==> config.mk <==
export PLATFORM = sky130hd
export DESIGN_NAME = dense_layer_engine_flat
export DESIGN_NICKNAME = d
export VERILOG_FILES = /design/src/rtl/dense_layer_engine_if.sv /design/src/rtl/dense_layer_engine.sv /design/src/flat_wrapper.sv
export SDC_FILE = /design/constraint.sdc
export NUM_CORES = 2
export LEC_CHECK = 0
export CORE_AREA = 2 2 323 325
export CTS_BUF_LIST = sky130_fd_sc_hd__clkbuf_4
export CTS_CLUSTER_SIZE = 25
export DETAILED_ROUTE_END_ITERATION = 8
export DIE_AREA = 0 0 325 327
export GPL_TIMING_DRIVEN = 0
export PLACE_DENSITY = 0.75
export SKIP_CTS_REPAIR_TIMING = 1
export SLEW_MARGIN = 40
export SYNTH_ARGS = -nofsm -noshare
export SYNTH_HDL_FRONTEND = slang
export SYNTH_SLANG_ARGS = --single-unit
==> constraint.sdc <==
create_clock -name clk -period 16.55 [get_ports clk]
set_input_delay 3.31 -clock clk [delete_from_list [all_inputs] [get_ports clk]]
set_output_delay 3.31 -clock clk [all_outputs]
set_load 0.05 [all_outputs]
==> src/rtl/dense_layer_engine_if.sv <==
`default_nettype none
// +----------------------------------------------------------------------+
// | dense_layer_engine_if : operand / result / handshake bundle           |
// | Rev 1.0                                                               |
// +----------------------------------------------------------------------+
interface dense_layer_engine_if #(
  parameter int DW    = 16,
  parameter int N_IN  = 3,
  parameter int N_OUT = 3
);
  logic                    start;
  logic [N_IN*DW-1:0]      x_flat;
  logic [N_OUT*N_IN*DW-1:0] w_flat;
  logic [N_OUT*2*DW-1:0]   b_flat;
  logic [N_OUT*2*DW-1:0]   y_flat;
  logic                    busy;
  logic                    done;

  modport master (output start, x_flat, w_flat, b_flat, input y_flat, busy, done);
  modport slave  (input start, x_flat, w_flat, b_flat, output y_flat, busy, done);
endinterface
`default_nettype wire

==> src/rtl/dense_layer_engine.sv <==
`default_nettype none
// +----------------------------------------------------------------------+
// | dense_layer_engine : y = act(sat(W*x + b)), N_OUT parallel MAC lanes  |
// | Optional macro DENSE_RELU_EN selects ReLU, otherwise linear.  Rev 1.0 |
// +----------------------------------------------------------------------+
module dense_layer_engine #(
  parameter int DW    = 16,
  parameter int N_IN  = 3,
  parameter int N_OUT = 3
) (
  input  wire logic             clk,
  input  wire logic             rst,
  dense_layer_engine_if.slave   bus
);
  localparam int AW = 2*DW + $clog2(N_IN) + 1;
  localparam int YW = 2*DW;
  localparam int IW = (N_IN > 1) ? $clog2(N_IN) : 1;
  localparam logic signed [AW-1:0] c_SAT_MAX = {{(AW-YW+1){1'b0}}, {(YW-1){1'b1}}};
  localparam logic signed [AW-1:0] c_SAT_MIN = ~c_SAT_MAX;
  localparam logic [IW-1:0]        c_IDX_LAST = IW'(N_IN-1);

  typedef enum logic [1:0] {
    S_IDLE = 2'd0,
    S_RUN  = 2'd1,
    S_OUT  = 2'd2
  } state_t;

  state_t                r_state;
  state_t                w_next;
  logic [IW-1:0]         r_idx;
  logic signed [DW-1:0]  r_x   [N_IN];
  logic signed [DW-1:0]  r_w   [N_OUT][N_IN];
  logic signed [YW-1:0]  r_b   [N_OUT];
  logic signed [AW-1:0]  r_acc [N_OUT];
  logic [N_OUT*YW-1:0]   r_y;
  logic                  r_done;

  logic signed [YW-1:0]  w_mul [N_OUT];
  logic signed [AW-1:0]  w_sum [N_OUT];
  logic signed [YW-1:0]  w_sat [N_OUT];
  logic signed [YW-1:0]  w_y   [N_OUT];

  always_comb begin
    w_next = r_state;
    case (r_state)
      S_IDLE:  if (bus.start) w_next = S_RUN;
      S_RUN:   if (r_idx == c_IDX_LAST) w_next = S_OUT;
      S_OUT:   w_next = S_IDLE;
      default: w_next = S_IDLE;
    endcase
  end

  always_comb begin
    for (int r = 0; r < N_OUT; r++) begin
      w_mul[r] = r_w[r][r_idx] * r_x[r_idx];
      w_sum[r] = r_acc[r] + {{(AW-YW){r_b[r][YW-1]}}, r_b[r]};
      if (w_sum[r] > c_SAT_MAX)      w_sat[r] = c_SAT_MAX[YW-1:0];
      else if (w_sum[r] < c_SAT_MIN) w_sat[r] = c_SAT_MIN[YW-1:0];
      else                           w_sat[r] = w_sum[r][YW-1:0];
`ifdef DENSE_RELU_EN
      w_y[r] = w_sat[r][YW-1] ? '0 : w_sat[r];
`else
      w_y[r] = w_sat[r];
`endif
    end
  end

  // Operand copies are only meaningful after a start, so they carry no reset.
  always_ff @(posedge clk) begin
    if (r_state == S_IDLE && bus.start) begin
      for (int i = 0; i < N_IN; i++) r_x[i] <= bus.x_flat[i*DW +: DW];
      for (int r = 0; r < N_OUT; r++) begin
        for (int i = 0; i < N_IN; i++) r_w[r][i] <= bus.w_flat[(r*N_IN+i)*DW +: DW];
        r_b[r] <= bus.b_flat[r*YW +: YW];
      end
    end
  end

  always_ff @(posedge clk or negedge rst) begin
    if (!rst) begin
      r_state <= S_IDLE;
      r_idx   <= '0;
      r_done  <= 1'b0;
      r_y     <= '0;
      for (int r = 0; r < N_OUT; r++) r_acc[r] <= '0;
    end else begin
      r_state <= w_next;
      r_done  <= 1'b0;
      case (r_state)
        S_IDLE: begin
          if (bus.start) begin
            r_idx <= '0;
            for (int r = 0; r < N_OUT; r++) r_acc[r] <= '0;
          end
        end
        S_RUN: begin
          for (int r = 0; r < N_OUT; r++)
            r_acc[r] <= r_acc[r] + {{(AW-YW){w_mul[r][YW-1]}}, w_mul[r]};
          r_idx <= (r_idx == c_IDX_LAST) ? '0 : r_idx + 1'b1;
        end
        S_OUT: begin
          for (int r = 0; r < N_OUT; r++) r_y[r*YW +: YW] <= w_y[r];
          r_done <= 1'b1;
        end
        default: ;
      endcase
    end
  end

  assign bus.busy   = (r_state != S_IDLE);
  assign bus.done   = r_done;
  assign bus.y_flat = r_y;
endmodule
`default_nettype wire
==> src/flat_wrapper.sv <==
// flat-port wrapper written by rule: the top's interface ports become plain ports
module dense_layer_engine_flat 
#(
  parameter int DW    = 16,
  parameter int N_IN  = 3,
  parameter int N_OUT = 3
)
  (clk, rst, bus_start, bus_x_flat, bus_w_flat, bus_b_flat, bus_y_flat, bus_busy, bus_done);
  dense_layer_engine_if #(.DW(DW), .N_IN(N_IN), .N_OUT(N_OUT)) bus_i ();
  input  wire logic clk;
  input  wire logic rst;
  input wire logic [$bits(bus_i.start)-1:0] bus_start;
  input wire logic [$bits(bus_i.x_flat)-1:0] bus_x_flat;
  input wire logic [$bits(bus_i.w_flat)-1:0] bus_w_flat;
  input wire logic [$bits(bus_i.b_flat)-1:0] bus_b_flat;
  output wire logic [$bits(bus_i.y_flat)-1:0] bus_y_flat;
  output wire logic [$bits(bus_i.busy)-1:0] bus_busy;
  output wire logic [$bits(bus_i.done)-1:0] bus_done;
  assign bus_i.start = bus_start;
  assign bus_i.x_flat = bus_x_flat;
  assign bus_i.w_flat = bus_w_flat;
  assign bus_i.b_flat = bus_b_flat;
  assign bus_y_flat = bus_i.y_flat;
  assign bus_busy = bus_i.busy;
  assign bus_done = bus_i.done;
  dense_layer_engine #(.DW(DW), .N_IN(N_IN), .N_OUT(N_OUT)) u_core (.clk(clk), .rst(rst), .bus(bus_i));
endmodule
## After elaboration in Yosys (flattened, before gate mapping)

Memories as Yosys holds them, arrays and structs flattened.
Cells that the tools add are included.
W data, S select, Z words.

| word-level totals | value |
|---|---|
| bits in registers | 206 |
| bits in latches | 0 |
| bits in writable memories | 288 |
| bits in read-only memories | 0 |
| bits of input ports | 291 |
| output and inout port bits | 98 |
| word-level logic and storage cells | 65 |
| memories | 3 |

| cells by class | value |
|---|---|
| add/subtract/negate cells | 7 |
| $mul | 3 |
| divide/modulo/power cells | 0 |
| order comparisons | 7 |
| equal/unequal tests | 5 |
| shift operators | 0 |
| mux-type cells | 26 |
| bitwise operators | 1 |
| reductions and logical operators | 6 |

Memories:

| memory | depth | bits a word | read ports | clocked after memory_dff | write ports | RTL line | RTL |
|---|---|---|---|---|---|---|---|
| u_core.r_w | 3 | 48 | 3 | 0 | 3 | dense_layer_engine.sv:32 | `logic signed [DW-1:0] r_w [N_OUT][N_IN];` |
| u_core.r_b | 3 | 32 | 3 | 0 | 3 | dense_layer_engine.sv:33 | `logic signed [YW-1:0] r_b [N_OUT];` |
| u_core.r_x | 3 | 16 | 1 | 0 | 3 | dense_layer_engine.sv:31 | `logic signed [DW-1:0] r_x [N_IN];` |

Operators with widths:

| operator | number |
|---|---|
| $add A35 B35 Y35 | 6 |
| $pmux W105 S2 | 1 |
| $mux W32 | 6 |
| $gt A35 B32 Y1 const B | 3 |
| $lt A35 B32 Y1 const B | 3 |
| $mux W105 | 1 |
| $bmux W16 S2 | 3 |
| $mul A16 B16 Y32 | 3 |
| $mux W16 | 6 |
| $mux W2 | 4 |
| $pmux W2 S2 | 2 |
| $eq A2 B2 Y1 const B | 2 |
| $reduce_and A2 Y1 | 2 |
| $reduce_bool A2 Y1 | 2 |
| $ge A3 B3 Y1 const B | 1 |
| $mux W1 | 3 |
| $not A2 Y3 | 1 |
| $add A2 B1 Y2 const B | 1 |
| $eq A2 B1 Y1 const B | 1 |
| $logic_not A2 Y1 | 1 |
| $ne A2 B1 Y1 const B | 1 |
| $ne A2 B2 Y1 const B | 1 |
| $logic_and A1 B1 Y1 | 1 |

## Logic depth before layout (Yosys ltp)

| logic depth | value |
|---|---|
| depth after elaboration | 7 |
| mapped depth | 44 |
| gate-level depth less buffers | 40 |

## Worst setup path before layout

Ideal clock, no wire load.

| timing path | value |
|---|---|
| path type | input port to flip-flop |
| start point | in bus_start |
| end point | reg u_core.r_idx[0] |
| library setup time | 0.139 ns |
| arrival | 10.161 ns |
| data required time | 16.411 ns |
| slack | 6.250 ns |
| stages on the path | 7 |
| buffers on the path | 2 |
| path through | nand2_1 -> inv_1 -> nor2_1 -> clkbuf_1 -> clkbuf_1 -> nand2_1 -> o31ai_1 |

| on the way | value |
|---|---|
| cells in the longest elaborated chain, start to end | 2 |

Ends and longest elaborated chain:

| what | RTL line | RTL |
|---|---|---|
| start: declaration | flat_wrapper.sv:12 | `input wire logic [$bits(bus_i.start)-1:0] bus_start;` |
| $ne A2 B2 Y1 (no source line) | -- |  |
| $reduce_and A2 Y1 (no source line) | -- |  |
| end signal: assignment | dense_layer_engine.sv:99 | `r_idx <= (r_idx == c_IDX_LAST) ? '0 : r_idx + 1'b1;` |
| end: declaration | dense_layer_engine.sv:30 | `logic [IW-1:0] r_idx;` |

Every way passes these cells.
A chain may end at the register's enable or synchronous reset.

## Worst setup path in the final report

| timing path | value |
|---|---|
| start point | reg u_core.r_idx[0] |
| end point | reg u_core.r_acc[104] in the netlist's numbering |

| on the way | value |
|---|---|
| cells in the longest elaborated chain, start to end | 7 |
| elaborated cells on any way between the ends | 8 |
| those cells by class | 1 x add/sub; 1 x mul; 4 x mux; 1 x bitwise; 1 x memory |

Ends and longest elaborated chain:

| what | RTL line | RTL |
|---|---|---|
| $not A2 Y3 (not written as such) | dense_layer_engine.sv:55 | `w_mul[r] = r_w[r][r_idx] * r_x[r_idx];` |
| $bmux W16 S2 | dense_layer_engine.sv:55 |  |
| $mux W16 (not written as such) (2 in series) | dense_layer_engine.sv:55 |  |
| $mul A16 B16 Y32 (*) | dense_layer_engine.sv:55 |  |
| $add A35 B35 Y35 (*) | dense_layer_engine.sv:98 | `r_acc[r] <= r_acc[r] + {{(AW-YW){w_mul[r][YW-1]}}, w_mul[r]};` |
| $pmux W105 S2 (*) | dense_layer_engine.sv:89 | `case (r_state)` |
| end signal: indexed assignment | dense_layer_engine.sv:98 |  |
| end: declaration | dense_layer_engine.sv:34 | `logic signed [AW-1:0] r_acc [N_OUT];` |

Mark *: on every way between the ends. The rest lies on a longest branch, timed or not. The select of a mux whose other input is x is not followed.

==> impl_table.tex <==
\begin{tabular}{lr}
\hline
Metric & Value \\
\hline
\multicolumn{2}{l}{\textbf{Global route}} \\
Number of antenna violations at the first check in global routing & 13 \\
Wire length of the first global-routing pass & 260,500 µm \\
Number of global-route vias before repair & 46,060 \\
Largest net degree at the start of global routing & 88 \\
Global Route Usage Sum & 0.3230 \\
Remaining global-route overflow & 0 \\
\multicolumn{2}{l}{\textbf{Setup path}} \\
Cell at the slowest stage of the critical path & buf\_1 \\
Arrival time worst endpoint & approximately 13,000 ps \\
Required time at the worst-slack endpoint & 17,550 ps \\
Most frequent cell on the critical path & fa\_1 \\
Max stage delay on crit path & 730 ps \\
Classification of the worst setup path & reg2reg \\
R2r startpoint & u\_core.r\_idx[0] \\
R2R depth & 39 \\
Worst flop-to-flop path endpoint & u\_core.r\_acc[104] \\
R2R Setup Slk & about 4800 ps \\
Crit. End Element & flop \\
Launching element type of the critical path & flop \\
CP max FO & 10 \\
\multicolumn{2}{l}{\textbf{Logic synthesis}} \\
Post-synth top flop & edfxtp\_1 \\
Ranking of synthesized cells by area & fa\_1, edfxtp\_1, ha\_1, dfrtp\_1, inv\_1 \\
Avg Synthesized Cell Area & slightly below 10 µm² \\
Async set-or-reset flop fraction in the synthesized netlist & 0.4170 \\
Post-synthesis cell count & 5,763 \\
Post-synth top area share & 0.2832 \\
Synth Net Count & 7,303 \\
Count of flip-flops with a built-in enable after synthesis & $\sim$290 \\
Cell taking the most area after synthesis & fa\_1 \\
Yosys warning total & 0 \\
Share of the yosys chip area belonging to registers & 0.2465 \\
Post-synthesis sequential element count & slightly below 500 \\
Post-synthesis cell type count & between 80 and 90 \\
Post-Synthesis Cell Area & 55,990 µm² \\
\multicolumn{2}{l}{\textbf{Floorplan}} \\
Top-level port count & between 300 and 400 \\
Starting utilization of the core area & 0.5441 \\
Cell Rows & 118 \\
Die width & 325 µm \\
Placeable Area & 102,900 µm² \\
Die Ht & 327 µm \\
Area of the die & about 110,000 µm² \\
\multicolumn{2}{l}{\textbf{Drt}} \\
Routed wire length & 171,100 µm \\
Mean number of vias per cell & 5.705 \\
First-pass iteration count of the detailed router & 8 \\
DR iter-0 viols & 3,549 \\
Wire length per cell after detailed routing & 21.89 µm \\
Antenna violation net count after detailed routing & 0 \\
Drt drc & 0 \\
Via count & 44,590 \\
\multicolumn{2}{l}{\textbf{Layout}} \\
Most common library cell in the layout ignoring fill and taps & inv\_1 \\
Number of nets in the layout & roughly 8,000 \\
Fraction of final layout cells with drive strength greater than 1 & 0.05764 \\
Leading cell types in the layout, fill and taps excluded & inv\_1, fa\_1, nor2\_1 \\
Layout overhead on the synthesized area & 14.43\% \\
\multicolumn{2}{l}{\textbf{STA}} \\
Unrepaired setup endpoints after global routing & no \\
Highest clock frequency the design can meet & between 0.08 and 0.09 GHz \\
Final TNS setup & 0 ps \\
Tightest Pin Transition & approximately 1000 ps \\
Count of final hold-check violations & 0 \\
Final Max Tran Viols & 0 \\
Count of endpoints failing setup in the final report & 0 \\
Max-Slew Margin vs Limit & 0.3073 \\
Final critical-path share of the clock period & 0.7116 \\
Min Clock Period, post-route & 11,780 ps \\
Clock Skew & 90.09 ps \\
\multicolumn{2}{l}{\textbf{Clocking}} \\
Clock Pin Slew Worst Setup and Hold Paths & 80 ps \\
Total number of clock tree sinks & 494 \\
TritonCTS clock tree & done \\
Clock latency at the later pin of the worst-skew pair & 1100 ps \\
Deepest level of the CTS H-tree & 4 \\
Max clock buf depth & 3 \\
CTS buffer count & about 140 \\
Cell chosen for the clock root & clkbuf\_4 \\
\multicolumn{2}{l}{\textbf{Placed design}} \\
Post-detailed-placement half-perimeter wirelength & $\sim$140,000 µm \\
Last weighted congestion value of the routability-driven placer & a little over 1 \\
Buffers on Ports & 388 \\
\multicolumn{2}{l}{\textbf{Hold path}} \\
Endpoint, Worst Hold & u\_core.bus.y\_flat[33] \\
Worst hold path stage count & 1 \\
Hold path startpoint & u\_core.bus.y\_flat[33] \\
Classification of the worst-slack hold path & reg2reg \\
\multicolumn{2}{l}{\textbf{Flow run}} \\
Maximum capacitance violations & 0 \\
\multicolumn{2}{l}{\textbf{Status}} \\
Run status & completed \\
\hline
\end{tabular}
## how the worst max path moves through the flow
stage	from	end	slack [ps]	cells past startpoint
finish	u_core.r_idx[0]	u_core.r_acc[104]	4770	39
global route	u_core.r_idx[0]	u_core.r_acc[104]	4420	39
CTS	u_core.r_idx[0]	u_core.r_acc[104]	4790	37
detailed placement	u_core.r_idx[0]	u_core.r_acc[104]	4850	37
global placement	bus_start	u_core.r_idx[0]	1940	8
floorplan	bus_start	u_core.r_idx[0]	6250	7
## per-stage QoR
step | hold WS (ps) | cell area (µm²) | cells | worst slack (ps) | utilization
floorplan | 478.5 | 55990 | 5763 | 6250 | -
global placement | 475.3 | 61600 | 7531 | 1944 | 0.5986
detailed placement | 479.6 | 62050 | 7543 | 4855 | 0.6029
CTS | 494.4 | 63980 | 7797 | 4787 | 0.6218
global route | 521.7 | 64060 | 7811 | 4415 | 0.6225
finish | 500.2 | 64070 | 7815 | 4774 | 0.6226
## critical path, delay by kind of cell (launching register included)
family                     cells  cell delay [ps]
buffers and inverters          8             2470
AOI/OAI and AO/OA             14             2950
xor gates and xnor gates       2              490
adders and majority gates      8             3740
DFF                            1              490
and+or+nand+nor                6              980
muxes                          1              530
## cells in the mapped netlist (all sizes together) (6+ instances only)
master	count
a2111oi	8
a211o	8
a211oi	18
a21o	189
a21oi	302
a221o	67
a31oi	17
and2	12
and3	17
buf	28
clkbuf	165
dfrtp	206
edfxtp	288
fa	792
ha	457
inv	962
mux2i	65
nand2	549
nand2b	57
nand3	117
nand4	18
nor2	592
nor2b	35
nor3	33
o2111ai	6
o211ai	10
o21a	62
o21ai	224
o21bai	32
o22ai	8
o31a	8
o31ai	26
o41ai	7
or2	8
or3	12
xnor2	196
xor2	86
## sequential cells by signal, summed over array words and instances, names as in the netlist
| signal | cells |
|---|---|
| u_core.r_x | 48 |
| u_core.bus.done | 1 |
| u_core.r_b | 96 |
| u_core.r_idx | 2 |
| u_core.r_acc | 105 |
| u_core.bus.y_flat | 96 |
| u_core.r_state | 2 |
| u_core.r_w | 144 |
## final cells by class
| class | count | area (µm²) |
|---|---|---|
| fill | 8580 | 38830 |
| clock buffer | 205 | 1539 |
| buffer | 193 | 803.3 |
| clock inverter | 49 | 396.6 |
| multi-input combinational | 4114 | 38000 |
| antenna | 16 | 40.04 |
| timing repair buffer | 402 | 4146 |
| inverter | 962 | 3618 |
| sequential | 494 | 13800 |
| tap | 1380 | 1727 |
## per-layer routing
| layer | part of all wire | track usage |
|---|---|---|
| met5 | 0.000041 | 0 |
| met1 | 0.37 | 0.3803 |
| met4 | 0.058 | 0.1732 |
| met3 | 0.083 | 0.07733 |
| met2 | 0.49 | 0.5489 |
## logic make-up (layout without fill, tap and decap cells)
group | after synthesis | in the layout | synth area share
adder cells (fa/ha/maj) | 1249 | 1249 | 0.3853
flip-flops | 494 | 494 | 0.2465
buffers and inverters | 1155 | 1811 | 0.07796
XOR/XNOR | 282 | 282 | 0.04424
other | 0 | 16 | 0
multiplexers | 65 | 65 | 0.01162
AND/OR/NAND/NOR | 1473 | 1473 | 0.1111
AO/OA/AOI/OAI | 1045 | 1045 | 0.1233
Power is not shown: default switching activity piles up to over one toggle a cycle in this logic, so the estimate is an artifact.
